File: config.mk
export PLATFORM = sky130hd
export DESIGN_NAME = pipe_adder
export DESIGN_NICKNAME = d
export VERILOG_FILES = /design/src/rtl/pipe_adder.sv
export SDC_FILE = /design/constraint.sdc
export NUM_CORES = 1
export LEC_CHECK = 0
export ABC_CLOCK_PERIOD_IN_PS = 5700
export CAP_MARGIN = 20
export CORE_MARGIN = 10
export CORE_UTILIZATION = 48
export CTS_BUF_LIST = sky130_fd_sc_hd__clkbuf_8
export CTS_CLUSTER_SIZE = 40
export DETAILED_ROUTE_END_ITERATION = 6
export PLACE_DENSITY = 0.7
export SLEW_MARGIN = 20
export SYNTH_ARGS = -nofsm -noshare
export SYNTH_HDL_FRONTEND = slang
export SYNTH_SLANG_ARGS = --single-unit
File: constraint.sdc
create_clock -name clk -period 5.7 [get_ports clk]
set_clock_uncertainty 0.15 [all_clocks]
set_input_delay 1.14 -clock clk [delete_from_list [all_inputs] [get_ports clk]]
set_output_delay 1.14 -clock clk [all_outputs]
set_load 0.005 [all_outputs]
File: src/rtl/pipe_adder.sv
// Pipelined WIDTH-bit adder/subtractor: one CW-bit chunk resolved per stage,
// carry registered between stages, valid/ready handshake with global stall.
module pipe_adder #(
  parameter int unsigned WIDTH  = 32,
  parameter int unsigned STAGES = 4
) (
  input  logic             clk,
  input  logic             rst_n,
  input  logic             in_valid,
  output logic             in_ready,
  input  logic [WIDTH-1:0] a,
  input  logic [WIDTH-1:0] b,
  input  logic             ci,
  input  logic             sub,
  output logic             out_valid,
  input  logic             out_ready,
  output logic [WIDTH-1:0] s,
  output logic             co,
  output logic             ovf
);

  localparam int unsigned CW = WIDTH / STAGES;

  logic advance;

  assign advance  = !out_valid || out_ready;
  assign in_ready = advance && rst_n;

  for (genvar gk = 0; gk < STAGES; gk++) begin : g_stage
    localparam int unsigned K  = gk;
    localparam int unsigned RW = WIDTH - K * CW;   // operand bits not yet consumed
    localparam int unsigned DW = (K + 1) * CW;     // result bits resolved after this stage

    logic [RW-1:0] a_d;
    logic [RW-1:0] bb_d;
    logic          c_d;
    logic          v_d;
    logic [CW:0]   part;
    logic [DW-1:0] sum_d;
    logic          v_q;
    logic          c_q;
    logic [DW-1:0] sum_q;

    if (K == 0) begin : g_head
      assign a_d   = a;
      assign bb_d  = b ^ {WIDTH{sub}};
      assign c_d   = ci ^ sub;
      assign v_d   = in_valid;
      assign sum_d = part[CW-1:0];
    end else begin : g_body
      assign a_d   = g_stage[gk-1].g_fwd.a_q;
      assign bb_d  = g_stage[gk-1].g_fwd.bb_q;
      assign c_d   = g_stage[gk-1].c_q;
      assign v_d   = g_stage[gk-1].v_q;
      assign sum_d = {part[CW-1:0], g_stage[gk-1].sum_q};
    end

    assign part = {1'b0, a_d[CW-1:0]} + {1'b0, bb_d[CW-1:0]} + (CW+1)'(c_d);

    always_ff @(posedge clk) begin
      if (!rst_n) begin
        v_q   <= 1'b0;
        c_q   <= 1'b0;
        sum_q <= '0;
      end else if (advance) begin
        v_q   <= v_d;
        c_q   <= part[CW];
        sum_q <= sum_d;
      end
    end

    if (K < STAGES - 1) begin : g_fwd
      logic [RW-CW-1:0] a_q;
      logic [RW-CW-1:0] bb_q;

      always_ff @(posedge clk) begin
        if (!rst_n) begin
          a_q  <= '0;
          bb_q <= '0;
        end else if (advance) begin
          a_q  <= a_d[RW-1:CW];
          bb_q <= bb_d[RW-1:CW];
        end
      end
    end else begin : g_tail
      logic ovf_q;

      // Carry into the MSB is recovered as a ^ bb ^ sum at that bit.
      always_ff @(posedge clk) begin
        if (!rst_n) begin
          ovf_q <= 1'b0;
        end else if (advance) begin
          ovf_q <= a_d[CW-1] ^ bb_d[CW-1] ^ part[CW-1] ^ part[CW];
        end
      end
    end
  end

  assign out_valid = g_stage[STAGES-1].v_q;
  assign s         = g_stage[STAGES-1].sum_q;
  assign co        = g_stage[STAGES-1].c_q;
  assign ovf       = g_stage[STAGES-1].g_tail.ovf_q;

endmodule
## After elaboration in Yosys (flattened, before gate mapping)

Index checks and enable logic that the tools add are counted.

| storage, ports and cells | value |
|---|---|
| register bits | 185 |
| input bits | 70 |
| output and inout bits | 36 |

| operators by class | value |
|---|---|
| $add $sub $neg | 8 |
| bitwise gates (word level) | 5 |
| reduce and logical (&&, ||, !) cells | 3 |

Operator list:

| cell | count |
|---|---|
| adder 8 x 8 -> 9 bit | 4 |
| adder 9 x 1 -> 9 bit | 4 |
| bitwise XOR 32 bit | 1 |
| bitwise XOR 1 bit | 4 |
| logical AND 1 bit | 1 |
| zero test 1 bit | 1 |
| logical OR 1 bit | 1 |

## Longest topological paths before layout

| depth | value |
|---|---|
| depth in word-level cells | 4 |
| depth in mapped cells | 11 |
| gate-level depth less buffers | 9 |

## Worst setup path before layout

No wires, ideal clock.

| path | value |
|---|---|
| path kind | input -> register |
| from | input port sub |
| to | register g_stage[0].sum_q[6] |
| setup time | 62 ps |
| data arrival time | 3100 ps |
| required time | 5488 ps |
| setup slack | 2388 ps |
| stages | 11 |
| cells stage by stage | buf_2 -> buf_2 -> xor2_1 -> fa_1 -> inv_1 -> fa_1 -> nand2b_1 -> a21oi_1 -> o21a_1 -> or3_1 -> nand3_1 |

| on the way | value |
|---|---|
| cells in the longest elaborated chain, start to end | 3 |
| elaborated cells on any way between the ends | 4 |
| those cells by class | add/sub: 2; bitwise: 2 |

RTL lines:

| what | line | text |
|---|---|---|
| start, declared | 14 | `input logic sub,` |
| bitwise XOR 32 bit | 46 | `assign bb_d = b ^ {WIDTH{sub}};` |
| adder 8 x 8 -> 9 bit | 58 | `assign part = {1'b0, a_d[CW-1:0]} + {1'b0, bb_d[CW-1:0]} + (CW+1)'(c_d);` |
| adder 9 x 1 -> 9 bit * | 58 |  |
| end signal, assigned | 68 | `sum_q <= sum_d;` |
| end, declared | 42 | `logic [DW-1:0] sum_q;` |

Every way passes the cells marked *; elsewhere a longest branch is shown, timed or not.
A chain may end at the register's enable or synchronous reset.

## Final worst setup path

| path | value |
|---|---|
| from | input port out_ready |
| to | output port in_ready |

| on the way | value |
|---|---|
| cells in the longest elaborated chain, start to end | 2 |

RTL lines:

| what | line | text |
|---|---|---|
| start, declared | 16 | `input logic out_ready,` |
| logical OR 1 bit | 26 | `assign advance = !out_valid \|\| out_ready;` |
| logical AND 1 bit | 27 | `assign in_ready = advance && rst_n;` |
| end, declared | 10 | `output logic in_ready,` |

Every way passes these cells.

==> run metrics <==
outcome finished, final reports clean; postcts setup bufs 0; CTS Hold Bufs 0; antenna violations before repair 0; maxcap violations 0; number of iterations in the first detailed-routing pass 4; Via density 5.132; Reg-to-Reg End ovf; cell area after synthesis 7984 um^2; Routed met2 length 8239 um; area of the multi-input gates 3956 um^2; worst-case register-to-register setup slack 3190 ps; CP max stage delay 540 ps; CP dominant cell by count clkdlybuf4s50_1; hold path endpoint s[3]; worst vdd ir 0.1388 mV; Crit path buffers/inverters 3; hold_sp s[3]; gr usage total 0.1550; unrepaired setup endpoints after global routing no; CTS H-tree lvls 4; leak pwr 0.003736 uW; Diodes inserted 0; M1 WL 8181 um; commonest non-fill, non-tap cells in the layout 280 x nand2_1, 185 x dfxtp_1, 147 x a21oi_1; area leader, netlist dfxtp_1; DRC viols 0; #FFs+latches synth 185; share of the yosys chip area belonging to registers 0.4639; HP Class reg2reg; clock network power share 0.359; CP Cell Sequence clkdlybuf4s50_1 > nand2b_4 > nand2_1 > inv_1 > clkdlybuf4s50_1; Final Hold Viols 0; I/O Buffers 105; Filler cells 1559; routability cong. 0.7839; fin crit share 0.6790; CTS tree built; Reg area 3704 um^2; R2R cell count 7; final setup violation count 0; Ports 106; # clock sinks 185; 1st-iter DRT viols 359; CTS clk-pin slew, worst paths 90 ps; initial core utilization 0.4849; Crit Path Class in2out; pwr/cell area 287.0 nW/um^2; CP max stage cell clkdlybuf4s50_1; layout net count 1141; die width 149.0 um; RR Startpoint g_stage[2].c_q; die area 22190 um^2; largest cells by area after synthesis dfxtp_1 46%, nand2_1 13%, a21oi_1 9.2%; pre-CTS WS 1804 ps; Core Region 16470 um^2; Vias 6508; antenna viol nets, final 0; uppermost layer routed met4; largest net degree at the start of global routing 207; Max FO, Critical Path 4; Synth Warn # 0; buffer depth of the longest clock path 2; min cycle time layout 3870 ps; CP top delay family buffers and inverters; Critical Path Start Type input port; Congestion Overflow GR 0; Synth top area share 0.4639; setup TNS 0 ps; share of layout cells above drive strength 1 0.04580; Syn Nets 1079; commonest non-fill, non-tap cell in the layout nand2_1; Post-Route WL 17290 um; WP depth 5; WHS Path Cells 2; synthesized netlist cell count 973; fmax 0.2584 GHz; Req. time, crit path 4410 ps; area grow syn2layout 19.56%; row cnt 47; Slew HR 0.3678; first-pass GRT wire length 28860 um; Setup crit end kind output pin; clock buffer count from CTS 17; CTS Root Cell clkbuf_8; Cell variety after synth 42; vias in the first global route 6101; Net Sw Frac 0.2493; worst slew pin tran 948.2 ps; Flop pwr share 0.519; Avg Cell Area, Syn 8.205 um^2; die height 149.0 um; wire per inst 13.63 um; WP data arrival 2580 ps; Cell Int Power 2056 uW; WL met3 690 um; post-CTS sizing 0; Switch Pwr 683.0 uW; Post-DP HPWL 11140 um; Gate power share 0.122; Worst-Skew Late Latency 450 ps; Final Max Slew Viols 0; final worst slack 1830 ps
## synthesized netlist by cell type (all sizes together)
| cell | instances |
|---|---|
| nor3 | 8 |
| nand2 | 280 |
| a2111oi | 1 |
| xnor2 | 28 |
| nor2 | 51 |
| and3 | 3 |
| nand2b | 3 |
| o21ai | 18 |
| a31oi | 6 |
| a211oi | 37 |
| dfxtp | 185 |
| or3 | 7 |
| o211ai | 9 |
| or4 | 1 |
| o21bai | 3 |
| ha | 28 |
| a21oi | 148 |
| clkbuf | 39 |
| inv | 5 |
| buf | 30 |
| a21boi | 1 |
| a22o | 3 |
| nor2b | 2 |
| and2 | 3 |
| nor4b | 3 |
| nand3 | 22 |
| a21o | 10 |
| a211o | 3 |
| o221ai | 1 |
| nand4 | 4 |
| nand4b | 3 |
| xor2 | 9 |
| mux2i | 3 |
| fa | 8 |
| o21a | 4 |
| nor3b | 4 |
## sequential cells by signal (all words and copies together) (netlist names)
register and flops:
g_stage.g_fwd.a_q 48, g_stage.g_fwd.bb_q 48, g_stage.sum_q 48, s 32
g_stage.c_q 3, g_stage.v_q 3, co 1, out_valid 1
ovf 1
## tightest hold or removal path: cells and delay by family, from the launching register on
family          cells  cell delay, ps
flops               1             320
simple gates        1              50
compound gates      1              50
## metal layers
layer  up-vias  track usage
li1       3408            -
met1      2986       0.1978
met2       102       0.2524
met3        12      0.04035
met4         0      0.04514
met5         -            0
## per-stage QoR
step / hold slack (ps) / std cells / util / instance area [um^2] / total power, uW
4_1_cts: 306.0 / 1268 / 0.5797 / 9545 / 2767
3_3_place_gp: 288.4 / 1236 / 0.5524 / 9095 / 1781
3_5_place_dp: 293.2 / 1236 / 0.5524 / 9095 / 1789
6_report: 299.5 / 1268 / 0.5797 / 9545 / 2739
2_1_floorplan: 282.1 / 973 / - / 7984 / 1662
5_1_grt: 317.2 / 1268 / 0.5797 / 9545 / 2873
## layout make-up
| cell class | count | share of cell area |
|---|---|---|
| tap | 220 | 0.02884 |
| clock buffer | 19 | 0.02740 |
| inverter | 5 | 0.002490 |
| clock inverter | 13 | 0.01979 |
| timing repair buffer | 112 | 0.1190 |
| multi-input combinational | 714 | 0.4145 |
| sequential | 185 | 0.3880 |
## power by group through the flow
stage	clock network, uW	logic, uW	registers, uW
2_1_floorplan	0	220	1440
3_3_place_gp	0	331	1450
3_5_place_dp	0	337	1450
4_1_cts	1010	339	1420
5_1_grt	1060	380	1430
6_report	983	335	1420
## worst max path at each step
stage	startpoint	to
after floorplan	sub	g_stage[0].sum_q[6]
after global placement	out_ready	in_ready
after detailed placement	out_ready	in_ready
after CTS	out_ready	in_ready
after global routing	out_ready	in_ready
final	out_ready	in_ready
## cell families after synthesis
| group | Yosys count | share of synthesized area |
|---|---|---|
| DFF | 185 | 0.4639 |
| adders and majority gates | 36 | 0.06394 |
| and+or+nand+nor | 394 | 0.2029 |
| buffers and inverters | 74 | 0.04247 |
| muxes | 3 | 0.003761 |
| xor gates and xnor gates | 37 | 0.04059 |
| AOI/OAI and AO/OA | 244 | 0.1824 |
Power figures use the tool's default switching activity.
